**src/rtl/decode_stage.sv**
```systemverilog
// decode_stage: RV32I/RV64I instruction decoder followed by a small output FIFO.
//
// The incoming instruction is decoded combinationally and the decoded record is
// written into a DEPTH-entry buffer on accept; the head entry drives out_*.
//
// Ports
//   clk, rst                 clock, asynchronous active-high reset
//   in_valid/in_ready        fetch-side handshake
//   in_inst, in_pc           instruction word and its address
//   flush                    drop every buffered entry; blocks enqueue this cycle
//   out_valid/out_ready      consumer handshake on the head entry
//   out_pc                   head entry pc
//   out_rd/out_rs1/out_rs2   raw register fields of the instruction
//   out_imm                  sign-extended immediate (zero-extended shamt for shifts)
//   out_alu_op               one-hot ALU operation
//   out_ctrl                 {need_imm, reg_wen, mem_wen, is_load, is_branch,
//                             is_jal, is_jalr, is_ebreak}
//   out_wmask                store byte mask
//   out_lsize, out_lunsigned access size and zero-extend flag
//   out_word                 *W instruction (RV64 only)
//   out_illegal              instruction not decodable
//   count                    buffer occupancy
module decode_stage #(
    parameter int XLEN    = 64,
    parameter int DEPTH   = 2,
    parameter int ALUOP_W = 15
) (
    input  logic                       clk,
    input  logic                       rst,
    input  logic                       in_valid,
    output logic                       in_ready,
    input  logic [31:0]                in_inst,
    input  logic [XLEN-1:0]            in_pc,
    input  logic                       flush,
    output logic                       out_valid,
    input  logic                       out_ready,
    output logic [XLEN-1:0]            out_pc,
    output logic [4:0]                 out_rd,
    output logic [4:0]                 out_rs1,
    output logic [4:0]                 out_rs2,
    output logic [XLEN-1:0]            out_imm,
    output logic [ALUOP_W-1:0]         out_alu_op,
    output logic [7:0]                 out_ctrl,
    output logic [XLEN/8-1:0]          out_wmask,
    output logic [1:0]                 out_lsize,
    output logic                       out_lunsigned,
    output logic                       out_word,
    output logic                       out_illegal,
    output logic [$clog2(DEPTH+1)-1:0] count
);
    localparam int MW = XLEN / 8;
    localparam int CW = $clog2(DEPTH + 1);
    localparam int PW = (DEPTH > 1) ? $clog2(DEPTH) : 1;
    localparam bit IS64 = (XLEN == 64);

    // one-hot ALU operation bit positions; branches use the compare ops
    localparam int A_ADD = 0,  A_SUB = 1,  A_SLL = 2,  A_SLT = 3,  A_SLTU = 4;
    localparam int A_XOR = 5,  A_SRL = 6,  A_SRA = 7,  A_OR  = 8,  A_AND  = 9;
    localparam int A_LUI = 10, A_EQ  = 11, A_NE  = 12, A_GE  = 13, A_GEU  = 14;

    typedef struct packed {
        logic [XLEN-1:0]    pc;
        logic [4:0]         rd;
        logic [4:0]         rs1;
        logic [4:0]         rs2;
        logic [XLEN-1:0]    imm;
        logic [ALUOP_W-1:0] alu_op;
        logic [7:0]         ctrl;
        logic [MW-1:0]      wmask;
        logic [1:0]         lsize;
        logic               lunsigned;
        logic               word;
        logic               illegal;
    } rec_t;

    // R-type style funct3 -> ALU op; alt selects SUB/SRA
    function automatic logic [ALUOP_W-1:0] alu_of(input logic [2:0] f3, input logic alt);
        logic [ALUOP_W-1:0] op;
        op = '0;
        case (f3)
            3'b000:  op[alt ? A_SUB : A_ADD] = 1'b1;
            3'b001:  op[A_SLL]  = 1'b1;
            3'b010:  op[A_SLT]  = 1'b1;
            3'b011:  op[A_SLTU] = 1'b1;
            3'b100:  op[A_XOR]  = 1'b1;
            3'b101:  op[alt ? A_SRA : A_SRL] = 1'b1;
            3'b110:  op[A_OR]   = 1'b1;
            default: op[A_AND]  = 1'b1;
        endcase
        return op;
    endfunction

    // ------------------------------------------------------------------
    // Combinational decode
    // ------------------------------------------------------------------
    rec_t        dec;
    logic [6:0]  opc, f7;
    logic [2:0]  f3;
    logic        ok, need_imm, reg_wen, mem_wen, is_load, is_branch, is_jal, is_jalr, is_ebreak;
    logic [31:0] imm_i, imm_s, imm_b, imm_u, imm_j;

    assign opc = in_inst[6:0];
    assign f3  = in_inst[14:12];
    assign f7  = in_inst[31:25];

    assign imm_i = {{20{in_inst[31]}}, in_inst[31:20]};
    assign imm_s = {{20{in_inst[31]}}, in_inst[31:25], in_inst[11:7]};
    assign imm_b = {{19{in_inst[31]}}, in_inst[31], in_inst[7], in_inst[30:25], in_inst[11:8], 1'b0};
    assign imm_u = {in_inst[31:12], 12'b0};
    assign imm_j = {{11{in_inst[31]}}, in_inst[31], in_inst[19:12], in_inst[20], in_inst[30:21], 1'b0};

    always_comb begin
        dec       = '0;
        dec.pc    = in_pc;
        dec.rd    = in_inst[11:7];
        dec.rs1   = in_inst[19:15];
        dec.rs2   = in_inst[24:20];
        ok        = 1'b0;
        need_imm  = 1'b0;
        reg_wen   = 1'b0;
        mem_wen   = 1'b0;
        is_load   = 1'b0;
        is_branch = 1'b0;
        is_jal    = 1'b0;
        is_jalr   = 1'b0;
        is_ebreak = 1'b0;

        case (opc)
            7'b0110111: begin // LUI
                ok = 1'b1; need_imm = 1'b1; reg_wen = 1'b1;
                dec.imm = XLEN'($signed(imm_u));
                dec.alu_op[A_LUI] = 1'b1;
            end
            7'b0010111: begin // AUIPC
                ok = 1'b1; need_imm = 1'b1; reg_wen = 1'b1;
                dec.imm = XLEN'($signed(imm_u));
                dec.alu_op[A_ADD] = 1'b1;
            end
            7'b1101111: begin // JAL
                ok = 1'b1; need_imm = 1'b1; reg_wen = 1'b1; is_jal = 1'b1;
                dec.imm = XLEN'($signed(imm_j));
                dec.alu_op[A_ADD] = 1'b1;
            end
            7'b1100111: begin // JALR
                ok = (f3 == 3'b000); need_imm = 1'b1; reg_wen = 1'b1; is_jalr = 1'b1;
                dec.imm = XLEN'($signed(imm_i));
                dec.alu_op[A_ADD] = 1'b1;
            end
            7'b1100011: begin // BRANCH
                ok = (f3 != 3'b010) && (f3 != 3'b011);
                is_branch = 1'b1;
                dec.imm = XLEN'($signed(imm_b));
                case (f3)
                    3'b000:  dec.alu_op[A_EQ]   = 1'b1;
                    3'b001:  dec.alu_op[A_NE]   = 1'b1;
                    3'b100:  dec.alu_op[A_SLT]  = 1'b1;
                    3'b101:  dec.alu_op[A_GE]   = 1'b1;
                    3'b110:  dec.alu_op[A_SLTU] = 1'b1;
                    default: dec.alu_op[A_GEU]  = 1'b1;
                endcase
            end
            7'b0000011: begin // LOAD
                ok = (f3 == 3'b000) || (f3 == 3'b001) || (f3 == 3'b010) ||
                     (f3 == 3'b100) || (f3 == 3'b101) ||
                     (IS64 && ((f3 == 3'b011) || (f3 == 3'b110)));
                need_imm = 1'b1; reg_wen = 1'b1; is_load = 1'b1;
                dec.imm = XLEN'($signed(imm_i));
                dec.alu_op[A_ADD] = 1'b1;
                dec.lsize     = f3[1:0];
                dec.lunsigned = f3[2];
            end
            7'b0100011: begin // STORE
                ok = (f3 == 3'b000) || (f3 == 3'b001) || (f3 == 3'b010) ||
                     (IS64 && (f3 == 3'b011));
                need_imm = 1'b1; mem_wen = 1'b1;
                dec.imm = XLEN'($signed(imm_s));
                dec.alu_op[A_ADD] = 1'b1;
                dec.lsize = f3[1:0];
                for (int i = 0; i < MW; i++)
                    dec.wmask[i] = (i < (1 << f3[1:0]));
            end
            7'b0010011: begin // OP-IMM
                need_imm = 1'b1; reg_wen = 1'b1;
                dec.imm = XLEN'($signed(imm_i));
                if (f3 == 3'b001 || f3 == 3'b101) begin
                    // shifts: legal funct6/funct7 depends on shamt width
                    if (IS64) begin
                        ok = (in_inst[31:26] == 6'b000000) ||
                             (f3 == 3'b101 && in_inst[31:26] == 6'b010000);
                        dec.imm = XLEN'(in_inst[25:20]);
                    end else begin
                        ok = (f7 == 7'b0000000) || (f3 == 3'b101 && f7 == 7'b0100000);
                        dec.imm = XLEN'(in_inst[24:20]);
                    end
                    dec.alu_op = alu_of(f3, in_inst[30]);
                end else begin
                    ok = 1'b1;
                    dec.alu_op = alu_of(f3, 1'b0);
                end
            end
            7'b0110011: begin // OP
                reg_wen = 1'b1;
                ok = (f7 == 7'b0000000) ||
                     (f7 == 7'b0100000 && (f3 == 3'b000 || f3 == 3'b101));
                dec.alu_op = alu_of(f3, in_inst[30]);
            end
            7'b0011011: begin // OP-IMM-32
                need_imm = 1'b1; reg_wen = 1'b1; dec.word = 1'b1;
                if (f3 == 3'b000) begin
                    ok = IS64;
                    dec.imm = XLEN'($signed(imm_i));
                    dec.alu_op = alu_of(f3, 1'b0);
                end else begin
                    ok = IS64 && ((f3 == 3'b001 && f7 == 7'b0000000) ||
                                  (f3 == 3'b101 && (f7 == 7'b0000000 || f7 == 7'b0100000)));
                    dec.imm = XLEN'(in_inst[24:20]);
                    dec.alu_op = alu_of(f3, in_inst[30]);
                end
            end
            7'b0111011: begin // OP-32
                reg_wen = 1'b1; dec.word = 1'b1;
                ok = IS64 && ((f7 == 7'b0000000 && (f3 == 3'b000 || f3 == 3'b001 || f3 == 3'b101)) ||
                              (f7 == 7'b0100000 && (f3 == 3'b000 || f3 == 3'b101)));
                dec.alu_op = alu_of(f3, in_inst[30]);
            end
            7'b1110011: begin // SYSTEM: only ebreak
                ok = (in_inst == 32'h0010_0073);
                is_ebreak = 1'b1;
            end
            default: ok = 1'b0;
        endcase

        dec.ctrl = {need_imm, reg_wen, mem_wen, is_load, is_branch, is_jal, is_jalr, is_ebreak};

        // an undecodable word travels down the pipe with every side-effect bit cleared
        if (!ok) begin
            dec.imm       = '0;
            dec.alu_op    = '0;
            dec.ctrl      = '0;
            dec.wmask     = '0;
            dec.lsize     = '0;
            dec.lunsigned = 1'b0;
            dec.word      = 1'b0;
            dec.illegal   = 1'b1;
        end
    end

    // ------------------------------------------------------------------
    // Output FIFO
    // ------------------------------------------------------------------
    rec_t          mem [DEPTH];
    rec_t          head;
    logic [PW-1:0] rptr, wptr;
    logic [CW-1:0] cnt;
    logic          enq, deq;

    function automatic logic [PW-1:0] ptr_inc(input logic [PW-1:0] p);
        return (p == PW'(DEPTH - 1)) ? '0 : p + PW'(1);
    endfunction

    assign out_valid = (cnt != '0);
    assign deq       = out_valid & out_ready;
    // rst and flush gate in_ready so nothing is accepted while state is being cleared
    assign in_ready  = ~rst & ~flush & ((cnt < CW'(DEPTH)) | deq);
    assign enq       = in_valid & in_ready;
    assign count     = cnt;

    always_ff @(posedge clk or posedge rst) begin
        if (rst) begin
            cnt  <= '0;
            rptr <= '0;
            wptr <= '0;
        end else if (flush) begin
            cnt  <= '0;
            rptr <= '0;
            wptr <= '0;
        end else begin
            if (enq) wptr <= ptr_inc(wptr);
            if (deq) rptr <= ptr_inc(rptr);
            case ({enq, deq})
                2'b10:   cnt <= cnt + CW'(1);
                2'b01:   cnt <= cnt - CW'(1);
                default: cnt <= cnt;
            endcase
        end
    end

    // payload needs no reset: it is only observed while out_valid=1
    always_ff @(posedge clk) begin
        if (enq) mem[wptr] <= dec;
    end

    assign head          = mem[rptr];
    assign out_pc        = head.pc;
    assign out_rd        = head.rd;
    assign out_rs1       = head.rs1;
    assign out_rs2       = head.rs2;
    assign out_imm       = head.imm;
    assign out_alu_op    = head.alu_op;
    assign out_ctrl      = head.ctrl;
    assign out_wmask     = head.wmask;
    assign out_lsize     = head.lsize;
    assign out_lunsigned = head.lunsigned;
    assign out_word      = head.word;
    assign out_illegal   = head.illegal;

endmodule

```
**config.mk**
```make
export PLATFORM = sky130hd
export DESIGN_NAME = decode_stage
export DESIGN_NICKNAME = d
export VERILOG_FILES = /design/src/rtl/decode_stage.sv
export SDC_FILE = /design/constraint.sdc
export NUM_CORES = 1
export LEC_CHECK = 0
export ABC_AREA = 1
export BUFFER_PORTS_ARGS = -buffer_cell sky130_fd_sc_hd__buf_2
export CAP_MARGIN = 10
export CORE_MARGIN = 8
export CORE_UTILIZATION = 35
export CTS_CLUSTER_SIZE = 40
export DETAILED_ROUTE_END_ITERATION = 10
export PLACE_DENSITY = 0.62
export SYNTH_ARGS = -nofsm -noshare
export SYNTH_HDL_FRONTEND = slang
export SYNTH_SLANG_ARGS = --single-unit
```
**constraint.sdc**
```tcl
create_clock -name clk -period 15.6 [get_ports clk]
set_clock_uncertainty 0.2 [all_clocks]
set_input_delay 0.78 -clock clk [delete_from_list [all_inputs] [get_ports clk]]
set_output_delay 0.78 -clock clk [all_outputs]
set_load 0.02 [all_outputs]
```
# Word-level counts from Yosys, hierarchy flattened

Memory sizes are Yosys's and may differ from the RTL's.
Index checks and enable logic that the tools add are counted.

Output and inout bits: 183
Word-level logic and storage cells: 165
Bits in writable memories: 358
Memories kept: 1
Register bits: 4
Bits of input ports: 101

Memory list:

| name | words | width | rd ports | clocked after Yosys merged registers in | wr ports | RTL line | RTL |
|---|---|---|---|---|---|---|---|
| mem  | 2     | 179   | 1        | 0                                       | 1        | 251      | `rec_t mem [DEPTH];` |

Eq/ne operators: 25
$add $sub $neg: 4
Reductions and logical operators: 42
Shifts and indexed selects: 1
Magnitude comparators: 13
Mux-type cells: 69
Bitwise gates (word level): 7

Operators by type and width:

| cell                 | number |
|---|---|
| $pmux 64 s7          | 1 |
| $lt 4x32->1 const A  | 4 |
| $mux 100             | 1 |
| $mux 79              | 1 |
| $lt 3x32->1 const A  | 2 |
| $mux 64              | 1 |
| $eq 7x6->1 const B   | 5 |
| $mux 1               | 33 |
| $eq 32x21->1 const B | 1 |
| $lt 1x32->1 const A  | 1 |
| $lt 2x32->1 const A  | 1 |
| $shl 1x2->32 const A | 1 |
| $eq 7x7->1 const B   | 4 |
| $eq 7x5->1 const B   | 3 |
| $pmux 1 s3           | 6 |
| $pmux 4 s4           | 1 |
| $logic_or 1x1->1     | 15 |
| $mux 15              | 1 |
| $pmux 5 s3           | 1 |
| $reduce_or 5->1      | 3 |
| $pmux 1 s2           | 6 |
| $pmux 2 s2           | 3 |
| $pmux 1 s10          | 1 |
| $pmux 5 s2           | 1 |
| 37 further kinds     | 64 |

# Depth between registers and ports, before layout

Depth after elaboration: 9
Depth in mapped cells: 13
Gate-level depth less buffers: 12

# Least setup slack after synthesis

Ideal clock, no wire load.

Path type: in2reg
Start: input port rst
End: memory mem[0][0] (netlist bit) (enable)
Stages on the path: 5
Buffers on the path: 0
Data required time: 14.750 ns
Library setup time: 0.650 ns
Arrival time: 7.632 ns
Path slack: 7.118 ns
Cell sequence: inv_1 > nand2_1 > a21oi_1 > nand2_1 > nor2_1

Word-level cells in the longest chain between the ends: 6

Ends and longest elaborated chain:

| element                      | RTL line | RTL |
|---|---|---|
| start, declared              | 29       | `input logic rst,` |
| $not 1->1                    | 264      | `assign in_ready = ~rst & ~flush & ((cnt < CW'(DEPTH)) \| deq);` |
| $and 1x1->1 (2 in a row)     | 264      |  |
| named net in_ready           | 31       | `output logic in_ready,` |
| $and 1x1->1                  | 265      | `assign enq = in_valid & in_ready;` |
| $mux 1                       | 290      | `if (enq) mem[wptr] <= dec;` |
| $mux 1 (not written as such) | 290      |  |
| end, declared                | 251      |  |

The timed path passes the listed nets, and every way through them passes these cells.

# Worst setup path in the final report

Start: register rptr
End: output port out_imm[40]

Word-level cells in the longest chain between the ends: 1

Ends and longest elaborated chain:

| element                | RTL line | RTL |
|---|---|---|
| start, declared        | 253      | `logic [PW-1:0] rptr, wptr;` |
| start signal, assigned | 279      | `if (deq) rptr <= ptr_inc(rptr);` |
| $mem_v2 2x179          | --       |  |
| end, declared          | 41       | `output logic [XLEN-1:0] out_imm,` |

Every way passes these cells.

==> results.tsv <==
metric	value	unit
CP required	14.62	ns
Slew Viols, Final	0	
fin cells	1562	
Mapped Cells	817	
CTS Hold Bufs	1	
Peak supply drop	0.0868	mV
Skew-Pair Late Insertion Delay	0.56	ns
share of the synthesized area in the top cell type	71.4	%
Total GRT Usage	14.6	%
critical-path cell list	buf_4, buf_4, mux2_2, buf_2	
dpl cells	1500	
# DRC	0	
chip height	202	microns
number of fill cells	3162	
total gr overflow	0	
drt wl/cell	20.0	microns
crit path kind	flop to output port	
die area	40800	sq um
Critical Path Most Common Cell	buf_4	
Final Total Pwr	1.74	mW
unrepaired setup endpoints after global routing	no	
sequential fraction of the synthesis area	72.2	%
Slew HR	25.8	%
critical path peak fanout	65	
layout cells sized above 1	45.2	%
Worst path top cell family by delay	buffers and inverters	
layout net count	1180	
switching power total	0.399	mW
Layout Area Growth over Synthesis	22.2	%
drt first pass iters	4	
RR Startpoint	count[1]	
Worst-path clk slew	0.06	ns
remaining antenna violation count after routing	0	
CTS tree	built	
vias per cell	4.73	
Worst Tran Pin Value	1.11	ns
Mapped Area	12100	sq um
Critical Path AT	3.65	ns
count leader, synth	edfxtp_1	
pre-CTS WS	11.23	ns
initial antenna violation count	8	
ys flop type	edfxtp_1	
crit path launch type	flop	
first element of the critical path	rptr	
max incr delay on CP	0.79	ns
HP Class	input pin to flop	
FMAX	216	MHz
largest cells by area after synthesis	edfxtp_1 (71%), mux2_2 (13%), nor2_1 (3.1%)	
first-pass GRT wire length	46500	microns
Buf/Inv on CP	3	
H-Tree Depth	1	
Final Hold Viols	0	
#FFs+latches synth	292	
Detail Placement HPWL	22200	microns
CTS resizes	0	
synth cell count leaders	edfxtp_1 (288), mux2_2 (144), nor2_1 (100), nand2_1 (81), inv_1 (43)	
cell-internal power	1.35	mW
Logic pwr share	8.4	%
Finished Core Util	43.2	%
routed via count	7392	
cts bufs inserted	31	
RePlAce Congestion	0.869	
post-synth top area cell	edfxtp_1	
Cell variety after synth	29	
Post-CTS Setup Inserts	0	
Starting Density	35.3	%
Mapped Nets	918	
Placeable Area	34300	sq um
Final Cycle Share	29.7	%
critical path endpoint category	output port	
pwr dens	118	nW/um^2
TritonCTS Sinks	292	
HP Start	flush	
status	complete, no violations	
clock buffer depth	3	
number of I/O port buffers	283	
Final WS setup	10.97	ns
Post-synth EDFFs	288	
Sw Ratio	22.9	%
Final Critical Period	4.63	ns
Die X-Extent	202	microns
Final TNS setup	0	ns
Lkg Pwr	5.28	nW
sequential share of power	50.7	%
DRT iter0 DRCs	437	
Max Cap Violations	0	
ys async rst share	1.37	%
Clk pwr share	41.0	%
Setup-failing EPs final	0	
slowest CP cell	dfrtp_4	
CTS Root Buffer Type	clkbuf_16	
vias in the first global route	7544	
largest net degree at the start of global routing	77	
WL final	31200	microns
Synth Area per Inst	14.8	sq um
I/O pin total	284	
Synth warnings	0	
row count	68	
-- state kept, by name, summed over array words and instances, names as in the netlist --
signal and flops:
count 2, mem 288, rptr 1, wptr 1
-- worst register-to-register path: stages (launching register included) --
cell,delay [ns]
dfrtp_1,0.41
a21oi_1,0.20
nand2_1,0.23
nor2_4,0.51
buf_4,0.64
buf_4,0.89
-- path summary, 6_finish.rpt --
check | endpoint | slack [ns] | cells past startpoint
setup reg to reg | mem[1][38] | 11.99 | 5
min in group asynchronous | count[0] | 0.45 | 3
hold / removal | count[1] | 0.20 | 2
setup / recovery | out_imm[40] | 10.97 | 4
hold reg to reg | wptr | 0.39 | 1
max in group asynchronous | rptr | 14.57 | 3
-- layout by cell type (no fill, tap or decap), types with 2 or more instances in the layout --
cell,instances
nand2_2,2
nand2_1,81
dfrtp_1,3
o21ai_0,14
nor2_1,98
nor3_1,4
nand4_1,7
buf_2,283
diode_2,4
nand3_1,16
clkbuf_1,5
o22ai_1,2
inv_1,43
clkbuf_16,31
mux2_2,144
clkinv_2,7
inv_2,6
edfxtp_1,288
clkinv_1,8
nor2_2,2
nor2_4,4
inv_6,2
a21oi_1,30
bufinv_16,3
buf_4,6
-- per-stage QoR --
| stage | hold WS (ns) | cell area (sq um) |
|---|---|---|
| after global placement | 0.363 | 13800 |
| after floorplan | 0.283 | 12100 |
| after detailed placement | 0.377 | 13800 |
| final | 0.197 | 14800 |
| after global routing | 0.167 | 14800 |
| after CTS | 0.156 | 14800 |
-- area by class of cell --
cell class	count	area (sq um)	share of cell area [%]
multi-input combinational	412	2810	19.0
antenna	4	10.0	0.0676
timing repair buffer	290	1470	9.94
sequential	292	8750	59.1
clock inverter	21	201	1.36
clock buffer	36	795	5.37
tap	455	569	3.85
inverter	52	198	1.34
-- kinds of logic after synthesis --
logic type,after synthesis,share of synthesized area [%]
buf+inv,113,4.73
flops,292,72.2
mux,144,13.4
simple gates,217,7.42
compound gates,51,2.26
-- layer usage --
layer  global-route usage, %  vias up  share of wire [%]
met5                       0        -               0.24
met4                    3.00       12                1.9
met3                    5.01       52                9.0
met2                    23.7      276                 47
met1                    18.8     3607                 42
li1                        -     3445                  -
-- power groups by stage --
| stage | clock [mW] | combinational (mW) | sequential [mW] |
|---|---|---|---|
| after CTS | 0.734 | 0.149 | 0.884 |
| after detailed placement | 0 | 0.148 | 0.901 |
| after floorplan | 0 | 0.0939 | 0.901 |
| after global placement | 0 | 0.148 | 0.900 |
| after global routing | 0.763 | 0.157 | 0.886 |
| final | 0.715 | 0.146 | 0.884 |
(Power assumes the default switching activity.)
